--- src/rtl/fitness_eval.sv ---
// fitness_eval: scores one individual's position trace for the maze GA.
// Tracks best Manhattan distance to the goal, first goal-reach step and
// death, then presents one registered score on a valid/ready output.
//
// Handshakes: a transfer happens on a rising clk edge where valid and
// ready are both high. The producer holds valid and its data stable until
// that edge. The consumer may raise or lower ready at any time.
module fitness_eval #(
  parameter int COORD_W        = 4,
  parameter int GOAL_X         = 7,
  parameter int GOAL_Y         = 7,
  parameter int STEP_W         = 6,
  parameter int SCORE_W        = 10,
  parameter int ALIVE_BONUS_EN = 0,
  parameter int ALIVE_BONUS    = 16
) (
  input  logic               clk,
  input  logic               rst,
  input  logic               start,
  input  logic               pos_valid,
  output logic               pos_ready,
  input  logic [COORD_W-1:0] pos_x,
  input  logic [COORD_W-1:0] pos_y,
  input  logic               pos_alive,
  input  logic               pos_last,
  output logic               score_valid,
  input  logic               score_ready,
  output logic [SCORE_W-1:0] score,
  output logic               busy
);

  localparam logic [COORD_W:0]   DMAX      = (COORD_W+1)'(2 * ((1 << COORD_W) - 1));
  localparam logic [STEP_W-1:0]  STEP_MAX  = {STEP_W{1'b1}};
  localparam logic [SCORE_W-1:0] SCORE_MAX = {SCORE_W{1'b1}};
  localparam logic [COORD_W-1:0] GX        = COORD_W'(GOAL_X);
  localparam logic [COORD_W-1:0] GY        = COORD_W'(GOAL_Y);
  // Wide enough that base + bonus can never wrap before saturation.
  localparam int                 SUM_W     = SCORE_W + 32;

  typedef enum logic [1:0] {S_IDLE, S_ACCUM, S_SCORE, S_HOLD} state_t;

  state_t             r_state;
  state_t             w_next;
  logic [COORD_W:0]   r_best;
  logic [STEP_W-1:0]  r_step;
  logic [STEP_W-1:0]  r_reach_step;
  logic               r_reached;
  logic               r_dead;
  logic               r_last_alive;
  logic [SCORE_W-1:0] r_score;

  logic               w_accept;
  logic [COORD_W-1:0] w_dx;
  logic [COORD_W-1:0] w_dy;
  logic [COORD_W:0]   w_dist;
  logic [SCORE_W-1:0] w_base;
  logic [SUM_W-1:0]   w_sum;
  logic [SCORE_W-1:0] w_score;

  assign pos_ready   = (r_state == S_ACCUM);
  assign score_valid = (r_state == S_HOLD);
  assign busy        = (r_state != S_IDLE);
  assign score       = r_score;
  assign w_accept    = pos_valid & pos_ready;

  // Absolute differences; coordinates on either side of the goal are legal.
  assign w_dx   = (pos_x >= GX) ? (pos_x - GX) : (GX - pos_x);
  assign w_dy   = (pos_y >= GY) ? (pos_y - GY) : (GY - pos_y);
  assign w_dist = {1'b0, w_dx} + {1'b0, w_dy};

  // Score: reaching the goal always beats any distance-only score.
  assign w_base  = r_reached
                 ? ((SCORE_W'(1) << (SCORE_W - 1)) + SCORE_W'(STEP_MAX - r_reach_step))
                 : SCORE_W'(DMAX - r_best);
  assign w_sum   = SUM_W'(w_base)
                 + (((ALIVE_BONUS_EN != 0) && r_last_alive) ? SUM_W'(ALIVE_BONUS) : '0);
  assign w_score = (w_sum > SUM_W'(SCORE_MAX)) ? SCORE_MAX : w_sum[SCORE_W-1:0];

  // State register.
  always_ff @(posedge clk) begin
    if (rst) r_state <= S_IDLE;
    else     r_state <= w_next;
  end

  // Next-state logic.
  always_comb begin
    w_next = r_state;
    case (r_state)
      S_IDLE:  if (start) w_next = S_ACCUM;
      S_ACCUM: if (w_accept && pos_last) w_next = S_SCORE;
      S_SCORE: w_next = S_HOLD;
      S_HOLD:  if (score_ready) w_next = S_IDLE;
      default: w_next = S_IDLE;
    endcase
  end

  // Trace accumulators and the registered score.
  always_ff @(posedge clk) begin
    if (rst) begin
      r_best       <= '0;
      r_step       <= '0;
      r_reach_step <= '0;
      r_reached    <= 1'b0;
      r_dead       <= 1'b0;
      r_last_alive <= 1'b0;
      r_score      <= '0;
    end else begin
      if (r_state == S_IDLE && start) begin
        r_best       <= DMAX;
        r_step       <= '0;
        r_reach_step <= '0;
        r_reached    <= 1'b0;
        r_dead       <= 1'b0;
        r_last_alive <= 1'b0;
      end
      if (w_accept) begin
        if (pos_alive && !r_dead) begin
          if (w_dist < r_best) r_best <= w_dist;
          if (w_dist == '0 && !r_reached) begin
            r_reached    <= 1'b1;
            r_reach_step <= r_step;
          end
        end
        if (!pos_alive) r_dead <= 1'b1;
        if (r_step != STEP_MAX) r_step <= r_step + 1'b1;
        if (pos_last) r_last_alive <= pos_alive & ~r_dead;
      end
      if (r_state == S_SCORE) r_score <= w_score;
    end
  end

endmodule

--- config.mk ---
export PLATFORM = sky130hd
export DESIGN_NAME = fitness_eval
export DESIGN_NICKNAME = d
export VERILOG_FILES = /design/src/rtl/fitness_eval.sv
export SDC_FILE = /design/constraint.sdc
export NUM_CORES = 1
export LEC_CHECK = 0
export ABC_CLOCK_PERIOD_IN_PS = 6300
export CAP_MARGIN = 10
export CORE_UTILIZATION = 53
export CTS_CLUSTER_DIAMETER = 50
export CTS_CLUSTER_SIZE = 24
export DETAILED_ROUTE_END_ITERATION = 10
export GPL_TIMING_DRIVEN = 0
export PLACE_DENSITY_LB_ADDON = 0.2
export SYNTH_ARGS = -nofsm -noshare
export SYNTH_HDL_FRONTEND = slang
export SYNTH_SLANG_ARGS = --single-unit
--- constraint.sdc ---
create_clock -name clk -period 6.3 [get_ports clk]
set_input_delay 1.26 -clock clk [delete_from_list [all_inputs] [get_ports clk]]
set_output_delay 1.26 -clock clk [all_outputs]
set_load 0.01 [all_outputs]
Word-level counts from Yosys, hierarchy flattened:

Index checks and enable logic that the tools add are counted.

* input port bits: 15
* flip-flop bits (word level): 31

* reductions and logical operators: 10
* equality and inequality tests: 7
* bitwise gates (word level): 1
* order comparisons: 4
* add/sub/neg operators: 9
* muxes and demuxes: 26

Operator list (count)
* $mux 6: 7
* $mux 10: 2
* $mux 5: 4
* $add 10x10->10 const A: 1
* $gt 10x10->1 const B: 1
* $ge 4x3->1 const B: 2
* $mux 4: 2
* $pmux 2 s4: 1
* $sub 3x4->4 const A: 2
* $sub 4x3->4 const B: 2
* $mux 1: 7
* $sub 6x6->7 const A: 1
* $add 6x1->6 const B: 1
* $mux 2: 3
* $ne 6x6->1 const B: 1
* $sub 5x5->6 const A: 1
* $add 4x4->5: 1
* $logic_not 5->1: 1
* $lt 5x5->1: 1
* $eq 2x2->1 const B: 2
* $logic_and 1x1->1: 4
* $ne 2x1->1 const B: 2
* $reduce_and 3->1: 1
* $eq 2x1->1 const B: 1
* other kinds (5): 6

Depth between registers and ports, before layout:

Gate-level depths: netlist of the first run.

* depth in word-level cells: 8
* mapped depth: 15
* gate-level depth less buffers: 15

Least setup slack after synthesis of the first run:

Ideal clock, no wire load.

* path kind: input to register
* start point: input pos_x[0]
* end point: register r_best[1]
* stages: 12
* setup slack: 2.502 ns
* data arrival time: 3.707 ns
* cells stage by stage: ha_1 a21oi_1 o21a_1 inv_1 fa_1 xnor2_1 ha_1 a21oi_1 o21a_1 o221a_4 nand2_2 a311oi_1

* longest elaborated chain between the ends: 7
* elaborated cells on any way between the ends: 9
* those cells by class: add/sub: 3; order compare: 2; mux: 4

Ends and longest elaborated chain
* from (decl): RTL line 22 `input logic [COORD_W-1:0] pos_x,`
* $sub 3x4->4 (tied with other cells): RTL line 67 `assign w_dx = (pos_x >= GX) ? (pos_x - GX) : (GX - pos_x);`
* $mux 4 *: RTL line 67
* $add 4x4->5 *: RTL line 69 `assign w_dist = {1'b0, w_dx} + {1'b0, w_dy};`
* $lt 5x5->1: RTL line 118 `if (w_dist < r_best) r_best <= w_dist;`
* $mux 5 *: RTL line 118
* $mux 5 *: RTL line 117 `if (pos_alive && !r_dead) begin`
* $mux 5 *: RTL line 116 `if (w_accept) begin`
* to (signal assigned): RTL line 118
* to (decl): RTL line 44 `logic [COORD_W:0] r_best;`

Every way passes the cells marked *; elsewhere a longest branch is shown, timed or not.
A chain may end at the register's enable or synchronous reset.

Worst setup path after layout of the first run:

* start point: input pos_y[0]
* end point: register r_best[4]

* longest elaborated chain between the ends: 7
* elaborated cells on any way between the ends: 9
* those cells by class: add/sub: 3; order compare: 2; mux: 4

Ends and longest elaborated chain
* from (decl): RTL line 23 `input logic [COORD_W-1:0] pos_y,`
* $sub 3x4->4 (tied with other cells): RTL line 68 `assign w_dy = (pos_y >= GY) ? (pos_y - GY) : (GY - pos_y);`
* $mux 4 *: RTL line 68
* $add 4x4->5 *: RTL line 69
* $lt 5x5->1: RTL line 118
* $mux 5 *: RTL line 118
* $mux 5 *: RTL line 117
* $mux 5 *: RTL line 116

Marked as above.

==> results of run 1 <==
## report_power, final
part           switching (mW)  total (mW)  internal (mW)
combinational           0.173       0.313          0.140
sequential             0.0223       0.234          0.211
clock                  0.0656       0.188          0.123
total                   0.261       0.735          0.474
## worst max-delay path, delay by kind of cell
family	cells	cell delay, ps
compound gates	6	1230
buf+inv	2	520
xor+xnor	1	410
fa+ha+maj	3	1020
simple gates	1	80
## cell families (layout without fill, tap and decap cells)
group                    after synthesis  count (layout)  synth area share, %
multiplexers                          15              15                 8.11
AO/OA/AOI/OAI                         50              50                 19.5
flip-flops                            29              29                 30.9
AND/OR/NAND/NOR                       84              84                 21.9
adder cells (fa/ha/maj)               17              17                 11.7
XOR/XNOR                               6               6                 2.79
buffers and inverters                 23              57                 5.05
## stage by stage
step	setup WS (ps)	util (%)	cells	hold slack [ps]
after global placement	1690	65.4	296	461
after detailed placement	1690	65.4	296	481
after floorplan	2500	-	224	445
after global routing	1720	68.5	304	513
final	2000	68.5	304	494
after CTS	2020	68.5	304	496
## routing by layer
layer	wire length [µm]	vias up
li1	-	855
met1	1750	729
met2	1770	24
met3	117	7
met4	57	0
met5	0	-
## cell usage after synthesis (3+ instances only)
| master | number | area [µm²] |
|---|---|---|
| and3_1 | 3 | 18.8 |
| nor2b_1 | 4 | 25.0 |
| mux2i_1 | 13 | 130 |
| and2_1 | 9 | 56.3 |
| a21oi_1 | 12 | 60.1 |
| o21a_1 | 3 | 22.5 |
| dfxtp_1 | 29 | 581 |
| nor3_1 | 3 | 15.0 |
| nand2_1 | 14 | 52.6 |
| nor2_1 | 36 | 135 |
| a311oi_1 | 4 | 35.0 |
| xnor2_1 | 4 | 35.0 |
| o21ai_0 | 10 | 50.1 |
| inv_1 | 15 | 56.3 |
| nand3_1 | 7 | 35.0 |
| clkbuf_1 | 3 | 11.3 |
| a211oi_1 | 7 | 52.6 |
| ha_1 | 16 | 200 |
## sequential cells by signal (all words and copies together), names as in the netlist
signal	cells
score	8
r_reach_step	6
r_dead	1
r_reached	1
r_step	6
r_best	5
r_state	2
## final timing paths
kind                            from                          to  cells past startpoint
min reg2reg    score[3]$_SDFFE_PP0P_       score[3]$_SDFFE_PP0P_                      2
max reg2reg  r_state[1]$_SDFFE_PP0P_  r_reach_step[5]$_SDFF_PP0_                      7
max                         pos_y[0]        r_best[4]$_SDFF_PP0_                     13
min            score[3]$_SDFFE_PP0P_       score[3]$_SDFFE_PP0P_                      2
## layout make-up
class / count / area [µm²]
inverter: 15 / 56.3
tap: 46 / 57.6
timing repair buffer: 26 / 260
multi-input combinational: 172 / 1210
clock inverter: 3 / 65.1
fill: 315 / 1060
buffer: 8 / 38.8
clock buffer: 5 / 37.5
sequential: 29 / 581
==> summary.md, run 1 <==
| Metric | Value |
|---|---|
| Met2 global-route usage | `38.2%` |
| Worst rel slew slack | `65.5%` |
| Synthesized flop and latch total | `29` |
| Detail Placement HPWL | `2930 µm` |
| Setup TNS | `0 ps` |
| Busiest grt layer | `met2` |
| Die Area | `0.00379 mm²` |
| Pwr Total | `0.735 mW` |
| Status | `finished, final reports clean` |
| Cts hold-fix bufs | `0` |
| Post-CTS sizing | `0` |
| Commonest non-fill, non-tap cell in the layout | `nor2_1` |
| Row cnt | `21` |
| Reg clk slew, reported paths | `100 ps` |
| Yosys warning count | `0` |
| Number of diodes | `0` |
| Highest-delay cell along the critical path | `clkdlybuf4s50_1` |
| Wirelength per Cell | `12.2 µm` |
| Post-synth EDFFs | `0` |
| Predominant post-synthesis flop cell | `dfxtp_1` |
| Routed vias/inst | `5.31` |
| Largest net degree at the start of global routing | `11` |
| CTS tree | `built` |
| Layout cells sized above 1 | `7.36%` |
| Ys async rst share | `0%` |
| Final antenna-violating net count | `0` |
| Die width | `61.6 µm` |
| Max VDD drop | `0.226 mV` |
| Clk Latency, worst-skew pair | `330 ps` |
| CTS Buf Count | `5` |
| Slew Limit Fails | `0` |
| Total grt overflow | `0` |
| Max incr delay on CP | `460 ps` |
| Syn-to-layout area delta | `22.3%` |
| Antenna violations before repair | `0` |
| Critical Path AT | `4530 ps` |
| Mean post-synth cell area | `8.40 µm²` |
| Clk root buf | `clkbuf_4` |
| Maximum clock path buffer count | `2` |
| CP Capture Type | `register` |
| Synth Net Count | `256` |
| Post-CTS Setup Bufs | `0` |
| Core footprint | `0.00336 mm²` |
| Dpl cell area | `0.00220 mm²` |
| Vias in the first global route | `1,485` |
| Sinks on Clock Net | `29` |
| Crit-path max FO | `4` |
| Die Y-Extent | `61.6 µm` |
| Critical path required time | `6540 ps` |
| Setup Crit Path Kind | `primary input to register` |
| Initial Utilization | `56.0%` |
| Synthesized area | `0.00188 mm²` |
| R2R Setup Slk | `4410 ps` |
| GP Congestion | `0.842` |
| Final wirelength | `3700 µm` |
| CP Launch Type | `primary input` |
| Met3 Usage GRT | `5.04%` |
| First-pass GRT wire length | `6230 µm` |
| Power Dens Cells | `319 mW/mm²` |
| Drt first pass iters | `4` |
| RSZ-0062 raised after global routing | `no` |
| GRT Util Overall | `22.3%` |
| H-tree levels | `2` |
| Final Cycle Share | `68.2%` |
| Worst hold-check path type | `register to register` |
| # setup viols final | `0` |
| Total of max-cap violations | `0` |
| Seq/Total Area, Yosys | `30.9%` |
| Worst Tran Pin Value | `517 ps` |
| Final net count | `289` |
| Hold Fails Final Rpt | `0` |
| Post-Syn Instances | `224` |
| Library cells used by synthesis | `43` |
| Post-layout instance area | `0.00230 mm²` |
| Vias post-DR | `1,615` |
| CP Cell Sequence | `clkdlybuf4s50_1 > ha_1 > a21oi_1 > o21a_1 > inv_1 > fa_1 > xnor2_1 > ha_1 > a21oi_1 > o21a_1 > o221a_4 > nand2_2 > a311oi_1` |
| Io pins | `28` |
| Pleak | `0.974 nW` |
| First DRT Iteration DRCs | `75` |
| Commonest cells after routing, fill and taps aside | `nor2_1, dfxtp_1, clkdlybuf4s50_1` |
| Post-layout min period | `4300 ps` |
| Fmax | `0.233 GHz` |
| Port bufs | `26` |
| Clk_skew | `7.85 ps` |
| GR Util met1 | `27.0%` |
| DRC | `0` |
(Power assumes the default switching activity.)
==> run 2: changes to the inputs <==
Settings changed: ABC_CLOCK_PERIOD_IN_PS 6300 to 3750, CORE_UTILIZATION 53 to 49.
Clock period 6.3 ns to 3.75 ns, I/O delays scaled along.
==> summary.md, run 2 (synthesis results as in run 1) <==
| Metric | Value |
|---|---|
| Final wirelength | `4170 µm` |
| Initial Utilization | `51.4%` |
| Fillers | `326` |
| Vias in the first global route | `1,647` |
| Die Y-Extent | `64.0 µm` |
| Slew Limit Fails | `0` |
| Core footprint | `0.00366 mm²` |
| First DRT Iteration DRCs | `83` |
| Io pins | `28` |
| Worst hold-check path type | `register to register` |
| CTS Buf Count | `5` |
| Commonest cells after routing, fill and taps aside | `nor2_1, dfxtp_1, clkdlybuf4s50_1` |
| Layout Utilization | `65.4%` |
| # setup viols final | `0` |
| GP Congestion | `0.841` |
| Busiest grt layer | `met2` |
| Clk Latency, worst-skew pair | `280 ps` |
| Layout cells sized above 1 | `12.3%` |
| Worst Tran Pin Value | `528 ps` |
| Post-layout min period | `3600 ps` |
| Slack of the critical path | `149 ps` |
| H-tree levels | `2` |
| Multi-input logic area | `0.00126 mm²` |
| Reg clk slew, reported paths | `60 ps` |
| Clk_skew | `4.55 ps` |
| Worst rel slew slack | `64.8%` |
| First-pass GRT wire length | `7300 µm` |
| Sinks on Clock Net | `29` |
| Met2 global-route usage | `39.6%` |
| Power Dens Cells | `546 mW/mm²` |
| Post-layout instance area | `0.00239 mm²` |
| Row cnt | `22` |
| Final Cycle Share | `96.0%` |
| Drt first pass iters | `6` |
| Status | `finished, final reports clean` |
| GR Util met1 | `26.9%` |
| Critical Path AT | `3800 ps` |
| Max incr delay on CP | `540 ps` |
| Met3 Usage GRT | `5.00%` |
| Max VDD drop | `0.335 mV` |
| Critical path required time | `3950 ps` |
| Worst Hold Margin | `489 ps` |
| Setup TNS | `0 ps` |
| Syn-to-layout area delta | `27.2%` |
| CTS tree | `built` |
| Maximum clock path buffer count | `2` |
| Routed vias/inst | `5.46` |
| CP Cell Sequence | `clkdlybuf4s50_1 > ha_2 > nor2b_1 > xnor2_1 > ha_1 > nor2b_1 > o21ai_2 > nand2_1 > ha_1 > nand2b_1 > o21bai_2 > o221ai_2 > nor3_1 > a311oi_2` |
| Vias post-DR | `1,683` |
| Detail Placement HPWL | `3020 µm` |
| CP Capture Type | `register` |
| Die width | `64.0 µm` |
| GRT Util Overall | `22.8%` |
| Setup Crit Path Kind | `primary input to register` |
| RSZ-0062 raised after global routing | `no` |
| Number of diodes | `0` |
| Dpl cell area | `0.00220 mm²` |
| Port bufs | `26` |
| DRC | `0` |
| Hold Fails Final Rpt | `0` |
| Register area | `581 µm²` |
| Cts hold-fix bufs | `0` |
| Max reg flops | `8` |
| Highest-delay cell along the critical path | `clkdlybuf4s50_1` |
| Final antenna-violating net count | `0` |
| Total of max-cap violations | `0` |
| Antenna violations before repair | `0` |
| Commonest non-fill, non-tap cell in the layout | `nor2_1` |
| Total grt overflow | `0` |
| Die Area | `0.00409 mm²` |
| CP Launch Type | `primary input` |
| Crit-path max FO | `4` |
| Post-place setup slack | `-336 ps` |
| Largest net degree at the start of global routing | `11` |
| Fmax | `0.278 GHz` |
| Clk root buf | `clkbuf_8` |
| Final net count | `291` |
| Pleak | `1.01 nW` |
| Wirelength per Cell | `13.5 µm` |
run 2: cell types whose count changed in the layout (fill, tap and decap cells not counted), moves of 3 or more:
cell | previous run | this run
clkbuf_4 | 5 | 0
a311oi_2 | 0 | 3
a311oi_1 | 4 | 1
clkbuf_8 | 0 | 6
run 2: cell type report:
type | count | area share, %
plain buffers | 8 | 1.62
repair buffers | 28 | 11.7
flip-flops and latches | 29 | 24.3
clock buffers | 7 | 3.61
well taps | 48 | 2.51
clock inverters | 1 | 1.25
inverters | 15 | 2.35
multi-input cells | 172 | 52.7
run 2: power breakdown:
part	switching (mW)	internal, mW	leakage, nW
Clock	0.117	0.216	0.0585
Combinational	0.322	0.259	0.720
Sequential	0.0374	0.356	0.236
Total	0.476	0.831	1.01
run 2: path summary, 6_finish.rpt:
check / from / endpoint / slack, ps / depth (start not counted)
worst max-delay path: pos_x[1] / r_best[1]$_SDFF_PP0_ / 150 / 14
worst min-delay path: score[4]$_SDFFE_PP0P_ / score[4]$_SDFFE_PP0P_ / 490 / 2
worst max register to register: r_state[1]$_SDFFE_PP0P_ / r_best[4]$_SDFF_PP0_ / 1820 / 7
worst min register to register: score[4]$_SDFFE_PP0P_ / score[4]$_SDFFE_PP0P_ / 490 / 2
run 2: stage by stage:
stage,power [mW],std cells
finish,1.31,308
global route,1.40,308
CTS,1.28,307
detailed placement,0.933,298
global placement,0.918,298
floorplan,0.762,224
run 2: critical path, delay by kind of cell:
| family | cells | cell delay, ps |
|---|---|---|
| AO/OA/AOI/OAI | 4 | 900 |
| adder cells (fa/ha/maj) | 3 | 940 |
| AND/OR/NAND/NOR | 5 | 550 |
| buffers and inverters | 1 | 540 |
| XOR/XNOR | 1 | 120 |
run 2: repair_timing:
item,in CTS,in global routing
setup endpoints to repair,4,5
pin swaps,0,1
gates resized for setup,2,12
setup buffers,1,1
run 2: per-layer routing:
metal / part of all wire, % / wire, µm
met1: 44 / 1820
met2: 50 / 2090
met3: 3.7 / 153
met4: 2.6 / 108
met5: 0 / 0
==> run 3: changes to the inputs <==
Settings changed: RECOVER_POWER from default to 100.
==> summary.md, run 3 (synthesis results as in run 1) <==
| Metric | Value |
|---|---|
| Routed vias/inst | `5.48` |
| Sw Share | `36.8%` |
| Final net count | `291` |
| Reg clk slew, reported paths | `60 ps` |
| Critical Path AT | `3780 ps` |
| Initial Utilization | `51.4%` |
| Clk_skew | `5.08 ps` |
| Detail Placement HPWL | `3020 µm` |
| Pwr Total | `1.29 mW` |
| Crit path depth | `14` |
| Final Cycle Share | `95.4%` |
| Worst Tran Pin Value | `868 ps` |
| Vias post-DR | `1,688` |
| Power Dens Cells | `544 mW/mm²` |
| Clk Latency, worst-skew pair | `280 ps` |
| Die width | `64.0 µm` |
| Internal power | `0.814 mW` |
| Syn-to-layout area delta | `25.7%` |
| Max reg flops | `8` |
| Core footprint | `0.00366 mm²` |
| Total of max-cap violations | `0` |
| CP Capture Point | `r_best[1]$_SDFF_PP0_` |
| Fmax | `0.279 GHz` |
| Max VDD drop | `0.335 mV` |
| Max incr delay on CP | `540 ps` |
| Reg2reg end | `r_reach_step[1]$_SDFF_PP0_` |
| Highest-delay cell along the critical path | `clkdlybuf4s50_1` |
| Cell count of the worst reg-to-reg path | `7` |
| CP Cell Sequence | `clkdlybuf4s50_1 > ha_2 > a21oi_2 > nand2_1 > o21a_1 > inv_1 > fa_2 > xnor2_2 > ha_1 > a21oi_1 > o21a_1 > o221a_4 > nand2_2 > a311oi_2` |
| Clk pwr share | `25.9%` |
| CP Launch Type | `primary input` |
| Post-layout min period | `3580 ps` |
| H-tree levels | `2` |
| Die Y-Extent | `64.0 µm` |
| Cts hold-fix bufs | `0` |
| Clk root buf | `clkbuf_8` |
| Most used cell, CP | `o21a_1` |
| Reg power frac | `30.5%` |
| Status | `finished, final reports clean` |
| Sinks on Clock Net | `29` |
| First-pass GRT wire length | `7300 µm` |
| GRT Util Overall | `22.8%` |
| Wirelength per Cell | `13.7 µm` |
| R2R Setup Slk | `1600 ps` |
| Commonest non-fill, non-tap cell in the layout | `nor2_1` |
| Die Area | `0.00409 mm²` |
| DRC | `0` |
| Port bufs | `26` |
| RSZ-0062 raised after global routing | `no` |
| Dpl cell area | `0.00220 mm²` |
| Total grt overflow | `0` |
| Worst Hold Margin | `487 ps` |
| Crit path max-delay family | `compound AO/OA/AOI/OAI gates` |
| Crit-path max FO | `4` |
| Buf+Inv Stages, Crit Path | `2` |
| FF-to-FF Start | `r_state[1]$_SDFFE_PP0P_` |
| Worst hold-check path type | `register to register` |
| First DRT Iteration DRCs | `98` |
| Io pins | `28` |
| Row cnt | `22` |
| Drt first pass iters | `4` |
| Vias in the first global route | `1,647` |
| Final wirelength | `4220 µm` |
| Layout cells sized above 1 | `11.2%` |
| Final antenna-violating net count | `0` |
| Worst Setup SP | `pos_x[1]` |
| # setup viols final | `0` |
| Critical path required time | `3950 ps` |
| Antenna violations before repair | `0` |
| Number of diodes | `0` |
| Pleak | `1.05 nW` |
| Worst rel slew slack | `42.0%` |
| Slew Limit Fails | `0` |
| Gate power share | `43.6%` |
| Post-layout instance area | `0.00237 mm²` |
| Largest net degree at the start of global routing | `11` |
| CP Capture Type | `register` |
| Sw power | `0.473 mW` |
| Setup Crit Path Kind | `primary input to register` |
| Commonest cells after routing, fill and taps aside | `nor2_1, dfxtp_1, inv_1, dlygate4sd3_1` |
| CTS tree | `built` |
| Maximum clock path buffer count | `2` |
| Hold Fails Final Rpt | `0` |
| GP Congestion | `0.841` |
| CTS Buf Count | `5` |
| Setup TNS | `0 ps` |
-- run 3: tightest hold or removal path, cell delays in order, from the launching register on --
cell and delay [ps]:
dfxtp_1 300, nor2_1 80, a211oi_1 50
-- run 3: layout make-up --
cell class,instances,area [µm²]
plain buffers,8,38.8
clock buffers,7,86.3
clock inverters,1,30.0
fillers,331,1290
inverters,15,56.3
multi-input cells,172,1240
flip-flops and latches,29,581
well taps,48,60.1
repair buffers,28,277
-- run 3: how the worst min path moves through the flow --
stage	slack [ps]	endpoint	cells past startpoint	start
after detailed placement	490	score[2]$_SDFFE_PP0P_	2	score[2]$_SDFFE_PP0P_
after global routing	530	score[4]$_SDFFE_PP0P_	2	score[4]$_SDFFE_PP0P_
after global placement	460	r_dead$_SDFF_PP0_	2	r_dead$_SDFF_PP0_
final	490	score[4]$_SDFFE_PP0P_	2	score[4]$_SDFFE_PP0P_
after floorplan	450	r_dead$_SDFF_PP0_	2	r_dead$_SDFF_PP0_
after CTS	500	score[4]$_SDFFE_PP0P_	2	score[4]$_SDFFE_PP0P_
-- run 3: repair_timing --
| item | CTS | global route |
|---|---|---|
| resized for setup | 2 | 12 |
| pin swaps | 0 | 1 |
| endpoints found under the setup margin | 4 | 5 |
| buffers inserted | 1 | 1 |
-- run 3: stage by stage --
| step | setup slack [ps] | std cells | utilization (%) |
|---|---|---|---|
| 6_report | 171 | 308 | 64.6 |
| 3_3_place_gp | -371 | 298 | 60.2 |
| 4_1_cts | 38.7 | 307 | 63.9 |
| 3_5_place_dp | -336 | 298 | 60.2 |
| 2_1_floorplan | 462 | 224 | - |
| 5_1_grt | 27.0 | 308 | 64.6 |
-- run 3: per-layer routing --
layer / part of all wire (%) / GRT usage [%] / routed length [µm] / vias up
met4: 2.6 / 9.38 / 110 / 0
met1: 45 / 26.9 / 1900 / 786
met3: 3.1 / 5.00 / 131 / 12
met2: 49 / 39.6 / 2080 / 29
met5: 0 / 0 / 0 / -
li1: - / - / - / 861
-- run 3: power by group through the flow --
stage / Combinational [mW] / Clock (mW) / Sequential, mW
6_report: 0.561 / 0.333 / 0.393
5_1_grt: 0.629 / 0.354 / 0.400
4_1_cts: 0.553 / 0.335 / 0.393
3_5_place_dp: 0.534 / 0 / 0.399
3_3_place_gp: 0.520 / 0 / 0.398
2_1_floorplan: 0.363 / 0 / 0.400
==> edit, RTL diff (settings of run 2) <==
The parameter `COORD_W` goes from 4 to 3.
--- a/src/rtl/fitness_eval.sv
+++ b/src/rtl/fitness_eval.sv
@@ -6,7 +6,7 @@
 // ready are both high. The producer holds valid and its data stable until
 // that edge. The consumer may raise or lower ready at any time.
 module fitness_eval #(
-  parameter int COORD_W        = 4,
+  parameter int COORD_W        = 3,
   parameter int GOAL_X         = 7,
   parameter int GOAL_Y         = 7,
   parameter int STEP_W         = 6,
Ports: changed (resized pos_x and pos_y); port bits go from 28 to 26. The function was not compared with the original's and may differ.
==> edit against run 2 <==
Non-clock buffer count fell by 3; worst hold slack got worse by 0.014 ns; critical path type unchanged; wire length fell by 11%; final area fell by 17%; worst setup slack improved by 0.073 ns; via count fell by 11%; synthesized area fell by 13%; register-to-register slack improved by 0.09 ns; sequential cell count fell by 1; largest power group unchanged; count of clock-buffer cells in the layout fell by 4; first-iteration DRC count fell by 18%; power fell by 20%.
==> edit: results (changes against run 2) <==
| Metric | Value |
|---|---|
| Status | `complete, no violations` |
| Register area share after synthesis | `0.341 (+0.0324)` |
| Met1 wire length | `1530 µm (-16%)` |
| Seq/total area | `0.281 (+0.0383)` |
| Leakage power | `0.000806 µW (-21%)` |
| Comb_multi_in | `142 (-17%)` |
| Met2 wire length | `1920 µm (-8.0%)` |
| Synth area leaders | `dfxtp_1 34%, ha_1 12%, a21oi_1 6.1%` |
| Placer Congestion | `0.861 (+2.4%)` |
| Syn Nets | `227 (-11%)` |
| CORE AREA | `0.00313 mm² (-15%)` |
| # nets final | `256 (-12%)` |
| Placed instance count | `265 (-11%)` |
| Non-clk invs | `18 (+3)` |
| Clock buf/inv share | `0.0263 (-0.0223)` |
| Setup Buffers After CTS | `0 (-1)` |
| Register area | `561 µm² (-3.4%)` |
| Clock-pin slew on the worst setup and hold paths | `0.16 ns (+0.10 ns)` |
| Multi-input gate area | `976 µm² (-23%)` |
| Clock Tree Root | `clkbuf_4` |
| M3 GR Usage | `0.0476 (-0.00238)` |
| Wirelength per Cell | `13.8 µm (+1.9%)` |
| Non-CTS buffers | `33 (-8.3%)` |
| Adder-Cell Fraction of Synth Area | `0.134 (+0.0169)` |
| Placed cell area | `0.00194 mm² (-12%)` |
| Vias per cell | `5.57 (+1.8%)` |
| Largest net degree at the start of global routing | `17 (+6)` |
| Grt met2 use | `0.440 (+0.0434)` |
| Pre-CTS setup slack | `-0.158 ns (+0.178 ns)` |
| Fillers | `275 (-16%)` |
| Detailed route wirelength on metal3 | `208 µm (+36%)` |
| Layout Skew | `0.0107 ns (+0.00615 ns)` |
==> edit: cell count changes after synthesis, moves of 3 or more <==
cell / before / now
mux2i_1: 13 / 6
nor2b_1: 4 / 0
o21ai_0: 10 / 6
o22ai_1: 2 / 7
and2_1: 9 / 1
xnor2_1: 4 / 1
nand3_1: 7 / 13
o21a_1: 3 / 0
nor2_1: 36 / 22
inv_1: 15 / 18
a21oi_1: 12 / 20
==> edit: path summary, 6_finish.rpt <==
kind | end | startpoint | cells past startpoint | slack (ns)
setup / recovery | r_best[1]$_SDFF_PP0_ | pos_x[0] | 14 | 0.22
hold / removal | r_reach_step[2]$_SDFF_PP0_ | r_reach_step[2]$_SDFF_PP0_ | 2 | 0.48
setup reg to reg | r_reach_step[1]$_SDFF_PP0_ | r_state[1]$_SDFFE_PP0P_ | 7 | 1.91
hold reg to reg | r_reach_step[2]$_SDFF_PP0_ | r_reach_step[2]$_SDFF_PP0_ | 2 | 0.48
